`config.mk`:
```
export PLATFORM = sky130hd
export DESIGN_NAME = bit_unstuff_rx
export DESIGN_NICKNAME = d
export VERILOG_FILES = /design/src/rtl/bit_unstuff_rx_pkg.sv /design/src/rtl/bit_unstuff_rx_fsm.sv /design/src/rtl/bit_unstuff_rx.sv
export SDC_FILE = /design/constraint.sdc
export NUM_CORES = 1
export LEC_CHECK = 0
export CAP_MARGIN = 0
export CORE_MARGIN = 1.5
export CORE_UTILIZATION = 35
export CTS_CLUSTER_DIAMETER = 50
export CTS_CLUSTER_SIZE = 30
export DETAILED_ROUTE_END_ITERATION = 10
export PLACE_DENSITY = 0.55
export SLEW_MARGIN = 30
export SYNTH_ARGS = -nofsm -noshare
export SYNTH_HDL_FRONTEND = slang
export SYNTH_SLANG_ARGS = --single-unit
export TNS_END_PERCENT = 1
```
`constraint.sdc`:
```
create_clock -name clock -period 4.5 [get_ports clock]
set_input_delay 0.9 -clock clock [delete_from_list [all_inputs] [get_ports clock]]
set_output_delay 0.9 -clock clock [all_outputs]
set_load 0.02 [all_outputs]
```
`src/rtl/bit_unstuff_rx_pkg.sv`:
```
// Shared USB receive package: FSM state encoding and the default stuffing
// run length used by the bit unstuffer.
// Optional feature macro: BIT_UNSTUFF_ERR_EN (adds the DRAIN state).
package bit_unstuff_rx_pkg;

    localparam int STUFF_LEN_DEFAULT = 6;

    typedef enum logic [1:0] {
        ST_IDLE  = 2'd0,
        ST_RECV  = 2'd1,
        ST_STRIP = 2'd2
`ifdef BIT_UNSTUFF_ERR_EN
        ,
        ST_DRAIN = 2'd3
`endif
    } rx_state_e;

endpackage

```
`src/rtl/bit_unstuff_rx_fsm.sv`:
```
// Control FSM for the bit unstuffer. Counters and output registers live in
// the parent; this block only tracks where we are in the packet.
// Optional feature macro: BIT_UNSTUFF_ERR_EN (stuffing violation -> DRAIN).
//
//   state    | meaning
//   ---------+-----------------------------------------------------------
//   ST_IDLE  | no packet; waiting for in_start
//   ST_RECV  | passing data bits through, counting consecutive ones
//   ST_STRIP | STUFF_LEN ones seen; next valid bit is the stuffed bit
//   ST_DRAIN | stuffing violation; discard everything until in_eop
module bit_unstuff_rx_fsm
    import bit_unstuff_rx_pkg::*;
(
    input  logic      clock,
    input  logic      reset,
    input  logic      in_start,
    input  logic      in_valid,
    input  logic      in_eop,
    input  logic      ones_hit,
`ifdef BIT_UNSTUFF_ERR_EN
    input  logic      strip_bad,
`endif
    output rx_state_e state
);

    // Next-state logic; end-of-packet wins over every other event.
    always_ff @(posedge clock) begin
        if (reset) begin
            state <= ST_IDLE;
        end else begin
            case (state)
                ST_IDLE: begin
                    if (in_start && !in_eop) state <= ST_RECV;
                end
                ST_RECV: begin
                    if (in_eop)        state <= ST_IDLE;
                    else if (ones_hit) state <= ST_STRIP;
                end
                ST_STRIP: begin
                    if (in_eop) begin
                        state <= ST_IDLE;
                    end else if (in_valid) begin
`ifdef BIT_UNSTUFF_ERR_EN
                        state <= strip_bad ? ST_DRAIN : ST_RECV;
`else
                        state <= ST_RECV;
`endif
                    end
                end
`ifdef BIT_UNSTUFF_ERR_EN
                ST_DRAIN: begin
                    if (in_eop) state <= ST_IDLE;
                end
`endif
                default: state <= ST_IDLE;
            endcase
        end
    end

endmodule

```
`src/rtl/bit_unstuff_rx.sv`:
```
// USB receive bit unstuffer: removes the stuffed bit that follows every run
// of STUFF_LEN ones and hands unstuffed bits to the CRC stage one cycle later.
// Optional feature macro: BIT_UNSTUFF_ERR_EN (a 1 in the stuffed position
// raises stuff_err and discards the rest of the packet).
module bit_unstuff_rx
    import bit_unstuff_rx_pkg::*;
#(
    parameter int STUFF_LEN = STUFF_LEN_DEFAULT,
    parameter int CNT_W     = 16
) (
    input  logic             clock,
    input  logic             reset,
    input  logic             in_start,
    input  logic             in_valid,
    input  logic             in_bit,
    input  logic             in_eop,
    output logic             bs_sending,
    output logic             out_bit,
    output logic             pkt_done,
    output logic             stuff_err,
    output logic [CNT_W-1:0] bit_count
);

    localparam int                ONES_W    = $clog2(STUFF_LEN + 1);
    localparam logic [ONES_W-1:0] ONES_LAST = ONES_W'(STUFF_LEN - 1);

    rx_state_e         state;
    logic [ONES_W-1:0] ones_cnt;
    logic              ones_hit;

    // A valid 1 that completes the run means the next bit is stuffed.
    assign ones_hit = (state == ST_RECV) && in_valid && in_bit && (ones_cnt == ONES_LAST);

`ifdef BIT_UNSTUFF_ERR_EN
    logic strip_bad;
    assign strip_bad = in_valid && in_bit;
`endif

    bit_unstuff_rx_fsm u_fsm (
        .clock    (clock),
        .reset    (reset),
        .in_start (in_start),
        .in_valid (in_valid),
        .in_eop   (in_eop),
        .ones_hit (ones_hit),
`ifdef BIT_UNSTUFF_ERR_EN
        .strip_bad(strip_bad),
`endif
        .state    (state)
    );

    // Ones counter, bit counter and registered outputs, driven by current state.
    always_ff @(posedge clock) begin
        if (reset) begin
            ones_cnt   <= '0;
            bit_count  <= '0;
            bs_sending <= 1'b0;
            out_bit    <= 1'b0;
            pkt_done   <= 1'b0;
        end else begin
            bs_sending <= 1'b0;
            pkt_done   <= 1'b0;
            case (state)
                ST_IDLE: begin
                    // A start coinciding with end-of-packet counts as EOP only.
                    if (in_start && !in_eop) begin
                        ones_cnt  <= '0;
                        bit_count <= '0;
                    end
                end
                ST_RECV: begin
                    if (in_valid) begin
                        bs_sending <= 1'b1;
                        out_bit    <= in_bit;
                        if (bit_count != {CNT_W{1'b1}}) bit_count <= bit_count + 1'b1;
                        if (in_bit) ones_cnt <= ones_cnt + 1'b1;
                        else        ones_cnt <= '0;
                    end
                    if (in_eop) pkt_done <= 1'b1;
                end
                ST_STRIP: begin
                    if (in_valid) ones_cnt <= '0;
`ifdef BIT_UNSTUFF_ERR_EN
                    // A violating bit in the same cycle as EOP spoils the packet.
                    if (in_eop) pkt_done <= !strip_bad;
`else
                    if (in_eop) pkt_done <= 1'b1;
`endif
                end
                default: ;
            endcase
        end
    end

`ifdef BIT_UNSTUFF_ERR_EN
    // Violation pulse: a 1 arriving where the stuffed 0 should be.
    always_ff @(posedge clock) begin
        if (reset) stuff_err <= 1'b0;
        else       stuff_err <= (state == ST_STRIP) && strip_bad;
    end
`else
    assign stuff_err = 1'b0;
`endif

endmodule

```
==> results.txt <==
relative slew slack -> 42.94%
initial drt markers -> 80
gr usage total -> 17.03%
Crit Path Category -> reg -> reg
Req. time, crit path -> 4670 ps
Worst R2R End -> bit_count[11]
Unique masters post-synth -> 41
P_leak -> 0.5838 nW
fin crit period -> 2719 ps
CTS tree -> done
Clk pin slew, worst setup/hold paths -> 90 ps
clock buffer count from CTS -> 3
number of vias per cell -> 5.686
Area Growth Syn to Fin -> 23.46%
layout cells sized above 1 -> 6.630%
post-CTS resize count -> 0
Area contributors post-synth -> dfxtp_1 35%, nand2_1 7.1%, ha_1 6.3%
synthesized area -> 1381 sq um
Critical R2R Launch -> u_fsm.state[1]
NetSw -> 0.1866 mW
routability cong. -> 0.8655
Flop pwr share -> 38.9%
Final nets -> 195
Post-Syn Instances -> 161
worst r2r path cells -> 7
Internal Power -> 0.3959 mW
vias -> 1,302
Top Ports -> 26
worst slew pin tran -> 855.8 ps
CTS sink cnt -> 24
fin crit share -> 60.42%
clock root buffer -> clkbuf_8
setup TNS -> 0 ps
Final setup viols -> 0
HPWL after detailed placement -> 2305 microns
Post-synth top flop -> dfxtp_1
TritonRoute pass-1 iters -> 4
initial antenna violation count -> 0
row cnt -> 22
die area -> 4332 sq um
Worst Skew -> 3.405 ps
share of the synthesized area in the top cell type -> 34.78%
Worst setup SP type -> flip-flop
worst vdd ir -> 118.4 uV
Max Freq -> 367.8 MHz
crit path launch -> u_fsm.state[1]
sequential area share after synthesis -> 34.78%
#FFs+latches synth -> 24
max cap viols -> 0
FF-to-FF setup slack -> 1780 ps
clock share of power -> 33.4%
initial cell density of the core -> 37.17%
most frequent cells in the layout -> 26 x nand2_1, 24 x dfxtp_1, 23 x clkdlybuf4s50_1
Post-route DRC -> 0
Tot Pwr -> 0.5826 mW
core box area -> 3716 sq um
Routed Antenna Nets -> 0
EDFF count, synth -> 0
Post-CTS Setup Repair Bufs -> 0
crit path max fanout -> 24
Syn Nets -> 174
Min Hold Slack -> 474.0 ps
outcome -> finished, final reports clean
cts hold-fix bufs -> 0
commonest non-fill, non-tap cell in the layout -> nand2_1
gr ovfl total -> 0
CP endpoint -> bit_count[11]
synthesized area per cell -> 8.580 sq um
Critical Path AT -> 2890 ps
worst min path class -> reg -> reg
ANT cells -> 0
clk_lat worst skew -> 270 ps
Final Max Tran Viols -> 0
WL/cell -> 14.45 microns
PortBufs -> 24
H-tree depth -> 1
vias in the first global route -> 1,215
Hold Vio Cnt, Final -> 0
combinational power share -> 27.7%
Yosys top cell by area -> dfxtp_1
Post-synth ARST share -> 0%
yosys warns -> 0
Setup crit end kind -> flip-flop
switching share of power -> 32.04%
wirelength, routed -> 3308 microns
pwr dens -> 341.6 nW/um^2
DIE WIDTH -> 65.82 microns
Die Y -> 65.82 microns
Max clock buf depth -> 2
RSZ-0062 raised after global routing -> false
first-pass GRT wire length -> 5768 microns
largest net degree at the start of global routing -> 25
registers in the layout, summed over array words and instances, names as in the netlist:
signal / flops
bit_count: 16
bs_sending: 1
ones_cnt: 3
out_bit: 1
pkt_done: 1
u_fsm.state: 2
cells by family (layout without fill, tap and decap cells):
logic type / count (synthesis) / in the layout / synth area share [%]
adder cells (fa/ha/maj): 7 / 7 / 6.340
flip-flops: 24 / 24 / 34.78
AO/OA/AOI/OAI: 44 / 44 / 25.91
AND/OR/NAND/NOR: 69 / 69 / 26.54
multiplexers: 2 / 2 / 1.449
other: 1 / 1 / 0.2715
buffers and inverters: 14 / 34 / 4.710
synth_stat cells (2+ instances only):
master and n:
ha_1 7, nor2_1 7, a32o_1 4, a311oi_1 6, and3_1 4, mux2i_1 2, nor2b_1 2, nand2_1 26
nand3_1 6, dfxtp_1 24, a21oi_1 10, a41oi_1 2, o21ai_0 5, nand4_1 3, nand2b_1 6, clkbuf_1 5
and4_1 2, a311oi_2 3, a31oi_1 3, or3_1 2, nor3_1 6, o21bai_1 2, inv_1 6
metrics by stage:
step	area [sq um]	setup WS, ps	std cells	util, %
finish	1705	1781	229	45.89
CTS	1710	1806	229	46.03
detailed placement	1639	1601	225	44.11
floorplan	1381	2479	161	-
global placement	1639	1648	225	44.11
global route	1705	1540	229	45.89
cell type report:
type	count	area, sq um
flip-flops and latches	24	480.5
repair buffers	24	235.2
inverters	6	22.52
clock buffers	3	41.29
multi-input cells	123	835.8
well taps	48	60.06
clock inverters	1	30.03
fillers	383	2011
worst max-delay path, cell delays in order (launching register included):
cell and delay [ps]:
dfxtp_1 350, inv_1 90, ha_1 720, nand2_1 240
o2bb2ai_1 270, a41oi_4 540, nand2_1 120, a32o_1 290
power groups by stage:
stage / Clock, mW / Combinational (mW) / Sequential [mW]
CTS: 0.196 / 0.162 / 0.227
finish: 0.194 / 0.162 / 0.227
global route: 0.205 / 0.180 / 0.228
detailed placement: 0 / 0.162 / 0.231
global placement: 0 / 0.158 / 0.231
floorplan: 0 / 0.124 / 0.234
layer usage:
| metal | track usage, % | wire length [microns] | part of all wire, % | up-vias |
|---|---|---|---|---|
| met5 | 0 | 0 | 0 | - |
| met3 | 2.044 | 105 | 3.2 | 4 |
| li1 | - | - | - | 644 |
| met4 | 6.250 | 48 | 1.5 | 0 |
| met2 | 27.53 | 1505 | 45 | 26 |
| met1 | 23.21 | 1648 | 50 | 628 |
worst min-delay path by stage:
stage / from / to / slack [ps] / depth (start not counted)
2_1_floorplan: ones_cnt[1] / ones_cnt[1] / 450 / 2
3_3_place_gp: ones_cnt[1] / ones_cnt[1] / 460 / 2
3_5_place_dp: out_bit / out_bit / 470 / 2
4_1_cts: out_bit / out_bit / 480 / 2
5_1_grt: out_bit / out_bit / 510 / 2
6_report: out_bit / out_bit / 470 / 2
(Power assumes the default switching activity.)
